### config.mk
export PLATFORM = sky130hd
export DESIGN_NAME = dft4_input_loader_flat
export DESIGN_NICKNAME = d
export VERILOG_FILES = /design/src/rtl/dft4_loader_if.sv /design/src/rtl/dft4_input_loader.sv /design/src/flat_wrapper.sv
export SDC_FILE = /design/constraint.sdc
export NUM_CORES = 1
export LEC_CHECK = 0
export CORE_ASPECT_RATIO = 0.7
export CORE_MARGIN = 3
export CORE_UTILIZATION = 32
export DETAILED_ROUTE_END_ITERATION = 7
export GPL_TIMING_DRIVEN = 0
export PLACE_DENSITY_LB_ADDON = 0.2
export SETUP_SLACK_MARGIN = 0.15
export SKIP_CTS_REPAIR_TIMING = 1
export SLEW_MARGIN = 20
export SYNTH_ARGS = -nofsm -noshare
export SYNTH_HDL_FRONTEND = slang
export SYNTH_SLANG_ARGS = --single-unit
### constraint.sdc
create_clock -name clk -period 1.7 [get_ports clk]
set_input_delay 0.34 -clock clk [delete_from_list [all_inputs] [get_ports clk]]
set_output_delay 0.34 -clock clk [all_outputs]
set_load 0.02 [all_outputs]
### src/rtl/dft4_loader_if.sv
// Stream-in / frame-out bundle for the DFT_4 input loader.
// Optional s_last/err_align exist only when DFT4_LOADER_LAST_EN is defined.
interface dft4_loader_if #(
  parameter int unsigned N = 32
);
  logic         flush;
  logic         s_valid;
  logic         s_ready;
  logic [N-1:0] s_re;
  logic [N-1:0] s_im;
  logic         m_valid;
  logic         m_ready;
  logic [N-1:0] ar, ai, br, bi, cr, ci, dr, di;
  logic [1:0]   fill_idx;
`ifdef DFT4_LOADER_LAST_EN
  logic         s_last;
  logic         err_align;
`endif

  // Environment side: produces samples, consumes frames
  modport master (
    output flush, s_valid, s_re, s_im, m_ready,
    input  s_ready, m_valid, ar, ai, br, bi, cr, ci, dr, di, fill_idx
`ifdef DFT4_LOADER_LAST_EN
    , output s_last
    , input  err_align
`endif
  );

  // Loader side
  modport slave (
    input  flush, s_valid, s_re, s_im, m_ready,
    output s_ready, m_valid, ar, ai, br, bi, cr, ci, dr, di, fill_idx
`ifdef DFT4_LOADER_LAST_EN
    , input  s_last
    , output err_align
`endif
  );
endinterface

### src/rtl/dft4_input_loader.sv
// Ping-pong loader packing a serial complex stream into 4-sample frames for DFT_4.
// Optional macro DFT4_LOADER_LAST_EN adds s_last framing with zero-fill and err_align.
module dft4_input_loader #(
  parameter int unsigned N = 32
) (
  input  logic           clk,
  input  logic           rst_n,
  dft4_loader_if.slave   bus
);
  localparam int unsigned NSLOT = 4;

  logic [N-1:0] r_re [2][NSLOT];
  logic [N-1:0] r_im [2][NSLOT];
  logic [1:0]   r_full;
  logic         r_wr_bank;
  logic         r_rd_bank;
  logic [1:0]   r_idx;

  logic         w_s_ready;
  logic         w_m_valid;
  logic         w_accept;
  logic         w_drain;
  logic         w_close;
  logic [1:0]   w_full_nxt;

  assign w_s_ready = !r_full[r_wr_bank];
  assign w_m_valid = r_full[r_rd_bank];
  assign w_accept  = bus.s_valid && w_s_ready;
  assign w_drain   = w_m_valid && bus.m_ready;

`ifdef DFT4_LOADER_LAST_EN
  logic r_err_align;
  assign w_close       = w_accept && ((r_idx == 2'd3) || bus.s_last);
  assign bus.err_align = r_err_align;

  // Misaligned frame end: count reached 4 without s_last, or s_last came early
  always_ff @(posedge clk or negedge rst_n) begin
    if (!rst_n) begin
      r_err_align <= 1'b0;
    end else if (bus.flush) begin
      r_err_align <= 1'b0;
    end else begin
      r_err_align <= w_accept && ((r_idx == 2'd3) != bus.s_last);
    end
  end
`else
  assign w_close = w_accept && (r_idx == 2'd3);
`endif

  // Completion and drain always touch different banks, so both may apply
  always_comb begin
    w_full_nxt = r_full;
    if (w_drain) w_full_nxt[r_rd_bank] = 1'b0;
    if (w_close) w_full_nxt[r_wr_bank] = 1'b1;
  end

  always_ff @(posedge clk or negedge rst_n) begin
    if (!rst_n) begin
      r_full    <= 2'b00;
      r_wr_bank <= 1'b0;
      r_rd_bank <= 1'b0;
      r_idx     <= 2'd0;
    end else if (bus.flush) begin
      r_full    <= 2'b00;
      r_wr_bank <= 1'b0;
      r_rd_bank <= 1'b0;
      r_idx     <= 2'd0;
    end else begin
      r_full <= w_full_nxt;
      if (w_accept) r_idx <= w_close ? 2'd0 : r_idx + 2'd1;
      if (w_close)  r_wr_bank <= ~r_wr_bank;
      if (w_drain)  r_rd_bank <= ~r_rd_bank;
    end
  end

  // Sample storage; slots after an early close are zero-filled
  always_ff @(posedge clk or negedge rst_n) begin
    if (!rst_n) begin
      for (int b = 0; b < 2; b++) begin
        for (int j = 0; j < NSLOT; j++) begin
          r_re[b][j] <= '0;
          r_im[b][j] <= '0;
        end
      end
    end else if (bus.flush) begin
      for (int b = 0; b < 2; b++) begin
        for (int j = 0; j < NSLOT; j++) begin
          r_re[b][j] <= '0;
          r_im[b][j] <= '0;
        end
      end
    end else if (w_accept) begin
      for (int j = 0; j < NSLOT; j++) begin
        if (2'(j) == r_idx) begin
          r_re[r_wr_bank][j] <= bus.s_re;
          r_im[r_wr_bank][j] <= bus.s_im;
        end else if (w_close && (2'(j) > r_idx)) begin
          r_re[r_wr_bank][j] <= '0;
          r_im[r_wr_bank][j] <= '0;
        end
      end
    end
  end

  assign bus.s_ready  = w_s_ready;
  assign bus.m_valid  = w_m_valid;
  assign bus.fill_idx = r_idx;
  assign bus.ar = r_re[r_rd_bank][0];
  assign bus.ai = r_im[r_rd_bank][0];
  assign bus.br = r_re[r_rd_bank][1];
  assign bus.bi = r_im[r_rd_bank][1];
  assign bus.cr = r_re[r_rd_bank][2];
  assign bus.ci = r_im[r_rd_bank][2];
  assign bus.dr = r_re[r_rd_bank][3];
  assign bus.di = r_im[r_rd_bank][3];
endmodule

### src/flat_wrapper.sv
// flat-port wrapper written by rule: the top's interface ports become plain ports
module dft4_input_loader_flat 
#(
  parameter int unsigned N = 32
)
  (clk, rst_n, bus_flush, bus_s_valid, bus_s_re, bus_s_im, bus_m_ready, bus_s_ready, bus_m_valid, bus_ar, bus_ai, bus_br, bus_bi, bus_cr, bus_ci, bus_dr, bus_di, bus_fill_idx);
  dft4_loader_if #(.N(N)) bus_i ();
  input  logic clk;
  input  logic rst_n;
  input wire logic [$bits(bus_i.flush)-1:0] bus_flush;
  input wire logic [$bits(bus_i.s_valid)-1:0] bus_s_valid;
  input wire logic [$bits(bus_i.s_re)-1:0] bus_s_re;
  input wire logic [$bits(bus_i.s_im)-1:0] bus_s_im;
  input wire logic [$bits(bus_i.m_ready)-1:0] bus_m_ready;
  output wire logic [$bits(bus_i.s_ready)-1:0] bus_s_ready;
  output wire logic [$bits(bus_i.m_valid)-1:0] bus_m_valid;
  output wire logic [$bits(bus_i.ar)-1:0] bus_ar;
  output wire logic [$bits(bus_i.ai)-1:0] bus_ai;
  output wire logic [$bits(bus_i.br)-1:0] bus_br;
  output wire logic [$bits(bus_i.bi)-1:0] bus_bi;
  output wire logic [$bits(bus_i.cr)-1:0] bus_cr;
  output wire logic [$bits(bus_i.ci)-1:0] bus_ci;
  output wire logic [$bits(bus_i.dr)-1:0] bus_dr;
  output wire logic [$bits(bus_i.di)-1:0] bus_di;
  output wire logic [$bits(bus_i.fill_idx)-1:0] bus_fill_idx;
  assign bus_i.flush = bus_flush;
  assign bus_i.s_valid = bus_s_valid;
  assign bus_i.s_re = bus_s_re;
  assign bus_i.s_im = bus_s_im;
  assign bus_i.m_ready = bus_m_ready;
  assign bus_s_ready = bus_i.s_ready;
  assign bus_m_valid = bus_i.m_valid;
  assign bus_ar = bus_i.ar;
  assign bus_ai = bus_i.ai;
  assign bus_br = bus_i.br;
  assign bus_bi = bus_i.bi;
  assign bus_cr = bus_i.cr;
  assign bus_ci = bus_i.ci;
  assign bus_dr = bus_i.dr;
  assign bus_di = bus_i.di;
  assign bus_fill_idx = bus_i.fill_idx;
  dft4_input_loader #(.N(N)) u_core (.clk(clk), .rst_n(rst_n), .bus(bus_i));
endmodule
======== Word level (Yosys, flattened, before mapping) ========
Cells that the tools add are included.
word-level totals
  register bits ........................... 518
  latch bits .............................. 0
  bits in writable memories ............... 0
  ROM bits ................................ 0
  input port bits ......................... 69
  output and inout bits ................... 260
  logic and storage cells ................. 142
  memories ................................ 0
cells by class
  $add $sub $neg .......................... 1
  $mul .................................... 0
  divide/modulo/power cells ............... 0
  magnitude comparators ................... 11
  eq/ne operators ......................... 4
  shift operators ......................... 0
  muxes and demuxes ....................... 72
  bitwise gates (word level) .............. 19
  reduce and logical (&&, ||, !) cells .... 15
operator list
  operator               count
  $mux W256              32
  $and A256 B256 Y256    8
  $bwmux W256            8
  $not A256 Y256         4
  $mux W128              7
  $demux W128 S1         4
  $mux W96               1
  $mux W64               1
  $mux W32               1
  $mux W2                6
  $logic_and A1 B1 Y1    10
  $mux W1                10
  $reduce_bool A2 Y1     3
  $eq A2 B2 Y1 const A   2
  $ge A2 B2 Y1 const B   2
  $gt A1 B2 Y1 const A   2
  $gt A2 B2 Y1 const A   2
  $lt A1 B2 Y1 const B   2
  $not A1 Y2             2
  $add A2 B1 Y2 const B  1
  $and A2 B2 Y2          1
  $demux W1 S1           2
  $eq A1 B2 Y1 const A   1
  $eq A2 B2 Y1 const B   1
  other kinds (7)        9

======== Depth between registers and ports, before layout ========
Gate-level depths: netlist (run 1).
  word-level depth ........................ 26
  mapped depth ............................ 7
  depth with buffers taken out ............ 5

======== Worst setup path after synthesis (run 1) ========
Ideal clock, no wire load.
  kind .................................... reg2reg
  start point ............................. register u_core.r_idx[0], in the netlist u_core.bus.fill_idx[0]
  end point ............................... register u_core.r_im[128] (netlist bit)
  library setup time ...................... 128 ps
  data arrival time ....................... 1704 ps
  data required time ...................... 1572 ps
  setup slack ............................. -132 ps
  cell stages (with the launch flop) ...... 6
  buffers on the path ..................... 1
  clock period less this slack ............ 1832 ps
  cell sequence ........................... dfrtp_1 ha_1 and4bb_2 nor2_4 buf_4 mux2_1
between the ends
  longest elaborated chain between the ends .. 22
  elaborated cells on any way between the ends .. 36
  classes of those cells .................. order compare (4); eq/ne (4); mux (19); bitwise (3); reduce/logical (6)
ends and longest elaborated chain
  item                             RTL line                                          RTL
  from (decl)                      dft4_input_loader.sv:17                           logic [1:0] r_idx;
  from (signal assigned)           dft4_input_loader.sv:70                           if (w_accept) r_idx <= w_close ? 2'd0 : r_idx + 2'd1;
  $eq A2 B2 Y1                     dft4_input_loader.sv:47, dft4_input_loader.sv:94
  $logic_and A1 B1 Y1              dft4_input_loader.sv:47                           assign w_close = w_accept && (r_idx == 2'd3);
  $logic_and A1 B1 Y1              dft4_input_loader.sv:97                           end else if (w_close && (2'(j) > r_idx)) begin
  $mux W256                        dft4_input_loader.sv:97
  $mux W256                        dft4_input_loader.sv:94                           if (2'(j) == r_idx) begin
  $mux W256                        dft4_input_loader.sv:92                           end else if (w_accept) begin
  $mux W256                        dft4_input_loader.sv:85                           end else if (bus.flush) begin
  $and A256 B256 Y256 (no line)    n/a
  [6 not listed]                   n/a
  $mux W256                        dft4_input_loader.sv:94
  $mux W256                        dft4_input_loader.sv:92
  $mux W256                        dft4_input_loader.sv:85
  $and A256 B256 Y256 (no line)    n/a
  $mux W256                        dft4_input_loader.sv:97
  $mux W256 *                      dft4_input_loader.sv:94
  $mux W256 *                      dft4_input_loader.sv:92
  $mux W256 *                      dft4_input_loader.sv:85
  to (signal, indexed assignment)  dft4_input_loader.sv:96                           r_im[r_wr_bank][j] <= bus.s_im;
  to (decl)                        dft4_input_loader.sv:13                           logic [N-1:0] r_im [2][NSLOT];
Mark *: on every way between the ends. The rest lies on a longest branch, timed or not. The select of a mux whose other input is x is not followed.
A chain may end at the register's enable or synchronous reset.

======== Final worst setup path (run 1) ========
  start point ............................. register u_core.r_rd_bank
  end point ............................... output bus_cr[16]
between the ends
  longest elaborated chain between the ends .. 4
ends and longest elaborated chain
  item                              RTL line                  RTL
  from (decl)                       dft4_input_loader.sv:16   logic r_rd_bank;
  from (signal assigned)            dft4_input_loader.sv:72   if (w_drain) r_rd_bank <= ~r_rd_bank;
  $not A1 Y2 (not written as such)  dft4_input_loader.sv:112  assign bus.cr = r_re[r_rd_bank][2];
  $mux W128 (3 in series)           n/a
  to (decl)                         flat_wrapper.sv:21        output wire logic [$bits(bus_i.cr)-1:0] bus_cr;
No other way between the ends. The select of a mux whose other input is x is not followed.

==> metrics.yaml, run 1 <==
reported_leakage_power_nw: 16.5
htree_levels: 2
num_io_pins: 329
synthDistinctLibCells: 41
grt_first_pass_wirelength_um: 120000
reg2reg_setup_slack_ps: -660
synth-edff-count: 0
clock-sinks: 518
tightestPinTransition_ps: 1040
final_layout_size_suffix_gt1_share_pct: 29.9
violated_checks: "negative hold slack, negative setup slack"
timing_max_transition_violations_final: 0
syn_inst: 1632
endpoint_kind: "primary output"
irDropWorstVdd_mv: 0.590
remaining_design_rule_violation_count: 0
grt_pass1_vias: 16600
number_of_antenna_violations_at_the_first_check_in_global_routing: 12
cp_max_fo: 7
seq_power_share_pct: 44.0
port_buffers: 273
crit_arrival_ps: 2110
cts_tree: "done"
yosys-top-cells-count: "sky130_fd_sc_hd__dfrtp_1, sky130_fd_sc_hd__a22o_1, sky130_fd_sc_hd__mux2_2"
cell_chain_critical_path: "buf_12, clkbuf_16, clkbuf_16, mux2_4, clkbuf_2"
yosys_register_bits: 518
post-route-util_pct: 43.1
yosysMostFrequentCell: "sky130_fd_sc_hd__dfrtp_1"
placeableCoreArea_mm2: 0.0685
fin_worst_hold_slack_ps: -321
timing.final.crit_period_ps: 2450
post_synth.cell_area_avg_um2: 13.6
wp_data_required_ps: 1360
cp.buffers_inverters: 4
floorplan.initialDensity_pct: 32.5
cts.reportedPaths.clkPinSlew_ps: 70
drt_pre_antenna_iters: 5
post-synth-top-area-cell: "sky130_fd_sc_hd__dfrtp_1"
timing.max_slew.rel_slack_pct: 30.5
detailedRoute.firstIterationViolations: 1496
routabilityCongestion: 0.880
power.share.switching_pct: 25.2
seq_area_frac_synth_pct: 58.3
largest_net_degree_at_the_start_of_global_routing: 103
power_mw: 28.9
dpl.hpwl_um: 59200
grt_use_total_pct: 22.7
fin_nets: 2050
ant_nets: 0
layout_worst_path_cycle_share_pct: 144
dieWidth_um: 321
top_post_synthesis_cells_by_area: "sky130_fd_sc_hd__dfrtp_1, sky130_fd_sc_hd__a22o_1, sky130_fd_sc_hd__mux2_2"
layout_cells_excl_fill: 2927
area_of_the_mapped_netlist_mm2: 0.0222
dpl_cell_area_mm2: 0.0266
comb_power_share_pct: 9.3
timing.critical_path.from_type: "flop"
slowest_delay_ps: 470
cellInternalPower_mw: 21.6
rsz_0062_raised_after_global_routing: "yes"
fmax_ghz: 0.408
worst_clock_skew_ps: 28.3
worst_skew_pair.late_latency_ps: 620
synth_largest_type_area_fraction_pct: 58.3
critical_path.slowest_cell: "sky130_fd_sc_hd__dfrtp_2"
sw_pwr_mw: 7.26
finalWirelength_um: 86300
min_path_type: "in -> async"
postSynth.asyncResetShare_pct: 100
hold_violations: 67
synthesis.nets: 1705
finalWorstSetupSlack_ps: -749
ys_dominant_reg_cell: "sky130_fd_sc_hd__dfrtp_1"
grt-ovfl-total: 0
route.detailed.wl_per_inst_um: 29.5
area_delta_synth_final_pct: 32.8
cts_root_buf: "sky130_fd_sc_hd__clkbuf_16"
power_density_normalized_to_cell_area_mw_per_mm2: 977
finalInstanceArea_mm2: 0.0295
power.share.clock_pct: 46.7
synthesis.yosys.warnings: 0
detailroute.via_count: 16600
critical-path-top-cell-by-count: "sky130_fd_sc_hd__clkbuf_16"
num_rows: 80
die_area_mm2: 0.0728
status: "finished, violations left"
criticalPathCategory: "reg -> out"
detail_route.vias_per_cell: 5.68
cts_inserted_buffers: 55
placedCellCount: 2812
setup_viol: 852
ctsLongestPathBuffers: 3
drv_cap: 0
crit_family: "buffers and inverters"
die-height_um: 227
[power by group through the flow]
stage          combinational [mW]  clock, mW  sequential [mW]
2_1_floorplan                1.31          0             12.9
3_3_place_gp                 2.60          0             12.9
3_5_place_dp                 2.72          0             12.9
4_1_cts                      2.73       13.6             12.7
5_1_grt                      2.85       14.2             12.7
6_report                     2.68       13.5             12.7
[placed cells by master, fill, tap and decap left out, types with 3 or more instances in the layout]
cell                              synthesis  final
sky130_fd_sc_hd__clkdlybuf4s50_1          0     14
sky130_fd_sc_hd__buf_4                    9     23
sky130_fd_sc_hd__mux2_4                   0     69
sky130_fd_sc_hd__bufinv_16                0     10
sky130_fd_sc_hd__buf_8                    0      7
sky130_fd_sc_hd__clkinv_2                 0     11
sky130_fd_sc_hd__clkbuf_8                 0     12
sky130_fd_sc_hd__nand3_1                 10     10
sky130_fd_sc_hd__nand2_1                 27     27
sky130_fd_sc_hd__dfrtp_1                518    515
sky130_fd_sc_hd__buf_12                   0     16
sky130_fd_sc_hd__a32o_1                 117    117
sky130_fd_sc_hd__mux2_1                   9      9
sky130_fd_sc_hd__o31ai_2                  7      7
sky130_fd_sc_hd__o21ai_2                  2      4
sky130_fd_sc_hd__mux2i_1                  4      4
sky130_fd_sc_hd__clkbuf_16                0     64
sky130_fd_sc_hd__o21ai_4                  0      5
sky130_fd_sc_hd__nand2b_1                13     13
sky130_fd_sc_hd__dfrtp_2                  0      3
sky130_fd_sc_hd__nor2_1                  15     15
sky130_fd_sc_hd__dlymetal6s2s_1           0    177
sky130_fd_sc_hd__mux2_2                 248    179
sky130_fd_sc_hd__clkbuf_1                58     35
sky130_fd_sc_hd__o2bb2ai_1               11     11
sky130_fd_sc_hd__inv_1                   25     25
sky130_fd_sc_hd__buf_6                    7     38
sky130_fd_sc_hd__o31ai_1                  4      4
sky130_fd_sc_hd__o21ai_1                  0      3
sky130_fd_sc_hd__and2_1                  10     10
sky130_fd_sc_hd__buf_2                   87     80
sky130_fd_sc_hd__clkbuf_4                 0      4
sky130_fd_sc_hd__buf_16                   0      9
sky130_fd_sc_hd__a21oi_4                  2      3
sky130_fd_sc_hd__a22o_1                 338    338
sky130_fd_sc_hd__o32ai_1                 22     22
sky130_fd_sc_hd__clkbuf_2                 0     46
sky130_fd_sc_hd__buf_1                   52     52
[worst paths after layout]
| path | cells past startpoint | from | end |
|---|---|---|---|
| min reg2reg | 1 | u_core.r_re[16] | u_core.r_re[16] |
| max in group asynchronous | 5 | rst_n | u_core.r_re[175] |
| max | 5 | u_core.r_rd_bank | bus_cr[16] |
| min | 1 | rst_n | u_core.r_im[108] |
| max reg2reg | 5 | u_core.bus.fill_idx[1] | u_core.r_im[242] |
| min in group clk | 3 | bus_s_valid | u_core.bus.fill_idx[0] |
[layout make-up]
| class | count | area (µm²) |
|---|---|---|
| antenna | 2 | 5.00 |
| buffer | 213 | 1460 |
| clock buffer | 76 | 1600 |
| clock inverter | 27 | 415 |
| fill | 6360 | 38900 |
| inverter | 25 | 93.8 |
| multi-input combinational | 876 | 8540 |
| sequential | 518 | 13000 |
| tap | 902 | 1130 |
| timing repair buffer | 288 | 3320 |
[routing by layer]
metal	vias up	track usage, %	part of all wire [%]
met5	-	0	0.073
met1	8903	34.2	47
met3	97	5.59	8.0
met4	10	4.71	1.7
met2	678	32.9	43
li1	6946	-	-
[cell families after synthesis]
group	count (synthesis)	synth area share [%]
AOI/OAI and AO/OA	525	21.2
adders and majority gates	4	0.225
buffers and inverters	238	4.89
DFF	518	58.3
muxes	261	13.2
and+or+nand+nor	86	2.19
[state kept, by name, summed over array words and instances, names as in the netlist]
signal and cells:
u_core.r_wr_bank 1, u_core.r_full 2, u_core.bus.fill_idx 2, u_core.r_rd_bank 1, u_core.r_im 256, u_core.r_re 256
[metrics by stage]
stage	worst slack, ps	TNS (ps)
2_1_floorplan	-8.07	-72.7
3_3_place_gp	-24580	-
3_5_place_dp	-1310	-563230
4_1_cts	-2000	-642750
5_1_grt	-793	-483850
6_report	-749	-408580
[worst register-to-register path, stage by stage, from the launching register on]
cell	delay [ps]
sky130_fd_sc_hd__dfrtp_2	430
sky130_fd_sc_hd__inv_1	110
sky130_fd_sc_hd__ha_2	230
sky130_fd_sc_hd__a21oi_2	830
sky130_fd_sc_hd__buf_2	480
sky130_fd_sc_hd__a22o_1	210
Note: power is estimated with default switching activity, not from simulation.
==> run 2, diff against run 1 <==
ABC_AREA = 0   (was not set)
CTS_BUF_LIST = sky130_fd_sc_hd__clkbuf_8 sky130_fd_sc_hd__clkbuf_16   (was not set)
SKIP_LAST_GASP = 1   (was not set)
==> run 2 against run 1 <==
The flow still finishes with violations (negative hold slack, negative setup slack). Final cell count stayed put. Sequential power hardly changed. Via count is 0.32% lower. Global-route usage stayed put. Core utilization hardly changed. Die area stayed put. Clock power hardly changed. Largest cell class unchanged.
==> metrics.yaml, run 2 (synthesis gave the netlist of run 1 again) <==
status: "finished, violations left"
violated_checks: "negative hold slack, negative setup slack"
worst_clock_skew_ps: 23.3
rr_endpoint: "u_core.r_re[183]"
criticalPathCategory: "reg -> out"
grt-ovfl-total: 0
r2r.worst_path.cells: 6
detail_route.vias_per_cell: 5.66
floorplan.initialDensity_pct: 32.5
drt_pre_antenna_iters: 5
htree_levels: 2
layout_commonest_cell: "sky130_fd_sc_hd__dfrtp_1"
final_layout_size_suffix_gt1_share_pct: 29.1
critical_path.reg2reg.startpoint: "u_core.bus.fill_idx[0]"
fin_nets: 2050
comb_power_share_pct: 9.2
cts_inserted_buffers: 55
dpl_cell_area_mm2: 0.0266
grt_use_met2_pct: 32.9
remaining_design_rule_violation_count: 0
reported_leakage_power_nw: 16.8
clock-sinks: 518
port_buffers: 273
tightestPinTransition_ps: 1040
die_area_mm2: 0.0728
drv_cap: 0
rsz_0062_raised_after_global_routing: "yes"
dieWidth_um: 321
reg2reg_setup_slack_ps: -700
critical-path-top-cell-by-count: "sky130_fd_sc_hd__buf_12"
power.share.switching_pct: 25.2
timing.final.crit_period_ps: 2460
layout.filler_cells: 6361
wp_data_required_ps: 1360
grt_use_total_pct: 22.7
power_mw: 28.8
timing.max_slew.rel_slack_pct: 30.5
finalWorstSetupSlack_ps: -758
num_rows: 80
hold_violations: 67
largest_net_degree_at_the_start_of_global_routing: 103
power.share.clock_pct: 46.6
sw_pwr_mw: 7.23
placeableCoreArea_mm2: 0.0685
slowest_delay_ps: 470
finalInstanceArea_mm2: 0.0295
crit_family: "buffers and inverters"
num_io_pins: 329
ctsLongestPathBuffers: 3
area_delta_synth_final_pct: 32.6
mostFrequentLayoutCells: "sky130_fd_sc_hd__dfrtp_1, sky130_fd_sc_hd__a22o_1, sky130_fd_sc_hd__dlymetal6s2s_1, sky130_fd_sc_hd__mux2_2, sky130_fd_sc_hd__a32o_1"
timing_max_transition_violations_final: 0
number_of_antenna_violations_at_the_first_check_in_global_routing: 12
cts_tree: "done"
irDropWorstVdd_mv: 0.586
grt_most_used_layer: "met1"
grt_first_pass_wirelength_um: 120000
cts_root_buf: "sky130_fd_sc_hd__clkbuf_16"
layout_worst_path_cycle_share_pct: 145
grt_pass1_vias: 16600
cellInternalPower_mw: 21.5
fin_worst_hold_slack_ps: -319
gr-usage-met1_pct: 34.2
area.sequential_mm2: 0.0130
cp.buffers_inverters: 4
post-route-util_pct: 43.1
cell_chain_critical_path: "buf_12, buf_16, buf_12, mux2_4, dlymetal6s2s_1"
fmax_ghz: 0.407
multiInputGateArea_mm2: 0.00852
worst_skew_pair.late_latency_ps: 620
met3_resource_use_gr_pct: 5.59
timing.setup.tns_ps: -424160
cts.reportedPaths.clkPinSlew_ps: 60
dpl.hpwl_um: 59200
cp_max_fo: 7
finalWirelength_um: 86300
die-height_um: 227
setup_viol: 852
power_density_normalized_to_cell_area_mw_per_mm2: 975
timing.critical_path.from_type: "flop"
route.detailed.wl_per_inst_um: 29.5
routabilityCongestion: 0.880
detailedRoute.firstIterationViolations: 1550
ant_nets: 0
detailroute.via_count: 16600
biggestRegsByFlops: "u_core.r_im x256, u_core.r_re x256"
critical_path.slowest_cell: "sky130_fd_sc_hd__dfrtp_2"
min_path_type: "in -> async"
endpoint_kind: "primary output"
crit_arrival_ps: 2120
seq_power_share_pct: 44.2
## run 2: worst register-to-register path: cells and delay by family, from the launching register on
family                     cells  cell delay [ps]
AOI/OAI and AO/OA              2              980
adders and majority gates      1              200
buffers and inverters          3              720
DFF                            1              430
## run 2: worst max path at each step
stage                     slack [ps]                      to  cells past startpoint                    from
after floorplan                   -8        u_core.r_im[128]                      5  u_core.bus.fill_idx[1]
after global placement        -24580  u_core.bus.fill_idx[0]                      1                   rst_n
after detailed placement       -1310              bus_bi[29]                      4        u_core.r_rd_bank
after CTS                      -2000              bus_bi[29]                      4        u_core.r_rd_bank
after global routing            -790               bus_ar[4]                      4        u_core.r_rd_bank
final                           -760              bus_ci[26]                      5        u_core.r_rd_bank
## run 2: final cells by class
type / instances / share of cell area [%]
flip-flops and latches: 518 / 44.0
clock buffers: 68 / 5.31
repair buffers: 288 / 11.3
plain buffers: 213 / 4.90
clock inverters: 35 / 1.51
inverters: 25 / 0.318
multi-input cells: 876 / 28.9
well taps: 902 / 3.83
diodes: 2 / 0.0170
## run 2: metrics by stage
step	worst slack (ps)	std cells
after detailed placement	-1310	2812
after global placement	-24580	2807
final	-758	2927
after floorplan	-8.07	1632
after global routing	-792	2927
after CTS	-2000	2915
## run 2: layer usage
layer | vias to the layer above | share of wire [%]
met4 | 10 | 1.7
met3 | 98 | 7.9
li1 | 6933 | -
met2 | 681 | 43
met1 | 8858 | 47
met5 | - | 0.073
## run 2: power groups by stage
| stage | Sequential (mW) | Clock (mW) | Combinational, mW |
|---|---|---|---|
| 2_1_floorplan | 12.9 | 0 | 1.31 |
| 3_3_place_gp | 12.9 | 0 | 2.60 |
| 3_5_place_dp | 12.9 | 0 | 2.72 |
| 4_1_cts | 12.7 | 13.6 | 2.73 |
| 5_1_grt | 12.7 | 14.1 | 2.83 |
| 6_report | 12.7 | 13.4 | 2.66 |
==> run 3, diff against run 2 <==
ABC_AREA = 1   (was 0)
==> run 3 against run 2 <==
The run still ends with negative hold slack, negative setup slack left. Sequential power up 3%. Highest routed layer unchanged. Sequential share of layout area shrank 8.9 points. Synthesized cell count grew to 2.7 times the previous value. Setup slack better by 38 ps. Register-to-register slack improved by 60 ps. Critical path type unchanged. Via count grew 89%. Worst hold slack got worse by 32 ps. Core utilization shrank 1.4 points.
==> metrics.yaml, run 3 <==
status: "finished, violations left"
violated_checks: "negative hold slack, negative setup slack"
reg2reg_setup_slack_ps: -640
finalWirelength_um: 141000
syn_inst: 4463
timing.critical_path.from_type: "flop"
fin_nets: 4939
synthDistinctLibCells: 23
hold_violations: 71
wp_data_required_ps: 1360
cts_tree: "done"
rr_endpoint: "u_core.r_re[32]"
layout_commonest_cell: "sky130_fd_sc_hd__nand2_1"
area_delta_synth_final_pct: 27.6
grt-ovfl-total: 0
mostFrequentLayoutCells: "sky130_fd_sc_hd__nand2_1, sky130_fd_sc_hd__dfrtp_1, sky130_fd_sc_hd__inv_1, sky130_fd_sc_hd__nor2_1, sky130_fd_sc_hd__nand3_1"
endpoint_kind: "primary output"
detailroute.via_count: 31300
ys_dominant_reg_cell: "sky130_fd_sc_hd__dfrtp_1"
htree_levels: 2
cp_max_fo: 10
remaining_design_rule_violation_count: 0
seq_area_frac_synth_pct: 44.7
grt_pass1_vias: 28300
layout_worst_path_cycle_share_pct: 142
setup_viol: 826
biggestRegsByFlops: "u_core.r_im x256, u_core.r_re x256"
route.detailed.wl_per_inst_um: 23.0
synthesis.yosys.warnings: 0
ctsLongestPathBuffers: 3
min_path_type: "in -> async"
worst_clock_skew_ps: 26.1
dpl.hpwl_um: 102000
power_mw: 33.8
floorplan.initialDensity_pct: 32.6
timing.max_slew.rel_slack_pct: 34.5
reported_leakage_power_nw: 19.9
dieWidth_um: 366
drt_pre_antenna_iters: 6
post-synth-top-area-cell: "sky130_fd_sc_hd__dfrtp_1"
cell_chain_critical_path: "buf_8, buf_12, buf_12, nand2_1, nand2_4, buf_4"
postSynth.asyncResetShare_pct: 100
yosys-top-cells-count: "sky130_fd_sc_hd__nand2_1, sky130_fd_sc_hd__dfrtp_1, sky130_fd_sc_hd__inv_1"
synthesis.nets: 4536
num_rows: 91
worst_skew_pair.late_latency_ps: 660
largest_net_degree_at_the_start_of_global_routing: 83
cts_inserted_buffers: 57
ant_nets: 0
die-height_um: 258
placeableCoreArea_mm2: 0.0889
critical_path.slowest_cell: "sky130_fd_sc_hd__dfrtp_2"
crit_arrival_ps: 2080
fin_worst_hold_slack_ps: -351
critical_path.reg2reg.startpoint: "u_core.bus.fill_idx[0]"
port_buffers: 328
critical-path-top-cell-by-count: "sky130_fd_sc_hd__buf_12"
rsz_0062_raised_after_global_routing: "yes"
top_post_synthesis_cells_by_area: "sky130_fd_sc_hd__dfrtp_1, sky130_fd_sc_hd__nand2_1, sky130_fd_sc_hd__o21ai_0"
timing_max_transition_violations_final: 0
drv_cap: 0
grt_use_total_pct: 28.7
finalWorstSetupSlack_ps: -720
synth-edff-count: 0
die_area_mm2: 0.0944
area_of_the_mapped_netlist_mm2: 0.0290
detail_route.vias_per_cell: 5.11
placement.setup.worst_slack_ps: -1470
yosysMostFrequentCell: "sky130_fd_sc_hd__nand2_1"
timing.final.crit_period_ps: 2420
criticalPathCategory: "reg -> out"
grt_first_pass_wirelength_um: 200000
synth_largest_type_area_fraction_pct: 44.7
yosys_register_bits: 518
cts_root_buf: "sky130_fd_sc_hd__clkbuf_16"
routabilityCongestion: 0.920
clock-sinks: 518
cts.reportedPaths.clkPinSlew_ps: 60
tightestPinTransition_ps: 981
r2r.worst_path.cells: 9
number_of_antenna_violations_at_the_first_check_in_global_routing: 10
fmax_ghz: 0.413
irDropWorstVdd_mv: 0.740
num_io_pins: 329
detailedRoute.firstIterationViolations: 4045
post_synth.cell_area_avg_um2: 6.50
slowest_delay_ps: 460
final_layout_size_suffix_gt1_share_pct: 15.8
power_density_normalized_to_cell_area_mw_per_mm2: 912
-- run 3: area by class of cell --
class,instances,area [µm²]
clock inverters,28,231
flip-flops and latches,518,13000
inverters,462,1750
repair buffers,344,2890
multi-input cells,3186,13800
well taps,1209,1510
clock buffers,74,1680
plain buffers,297,2160
fillers,9372,51900
diodes,7,17.5
-- run 3: kinds of logic (layout without fill, tap and decap cells) --
group           after synthesis  after routing  share of synthesized area [%]
flops                       518            518                           44.7
simple gates               2756           2756                           37.0
buf+inv                     759           1205                           10.4
compound gates              426            426                           7.76
fa+ha+maj                     4              4                          0.173
other cells                   0              7                              0
-- run 3: worst max path at each step --
stage / slack (ps) / depth (start not counted) / start / to
finish: -720 / 6 / u_core.r_rd_bank / bus_di[3]
CTS: -2190 / 6 / u_core.r_rd_bank / bus_dr[31]
floorplan: 50 / 8 / u_core.bus.fill_idx[0] / u_core.r_im[160]
global placement: -27040 / 1 / rst_n / u_core.bus.fill_idx[1]
global route: -730 / 6 / u_core.r_rd_bank / bus_di[19]
detailed placement: -1470 / 6 / u_core.r_rd_bank / bus_dr[31]
-- run 3: worst max-delay path: cells and delay by family (launching register included) --
kind          cells  cell delay (ps)
buf+inv           4              680
simple gates      2              260
flops             1              460
-- run 3: through the flow --
step	util, %	area, µm²	hold slack, ps	instances	setup TNS (ps)
after floorplan	-	29600	44.4	4463	0
after global routing	41.6	37000	-321	6118	-499030
after global placement	38.7	34400	462	6000	-
after CTS	41.0	36500	-341	6108	-799060
after detailed placement	38.9	34600	357	6006	-858510
final	41.6	37000	-351	6125	-429850
-- run 3: report_power, final --
group	switching [mW]	internal, mW	leakage (nW)
clock	5.64	7.49	1.00
combinational	5.58	1.95	11.7
sequential	0.274	12.8	7.17
total	11.5	22.3	19.9
-- run 3: per-layer routing --
metal,vias to the layer above,global-route usage [%],share of wire (%)
met1,14900,42.2,44
met4,6,9.33,3.0
met5,-,0,0.026
met3,213,8.15,12
li1,14400,-,-
met2,1736,40.0,41
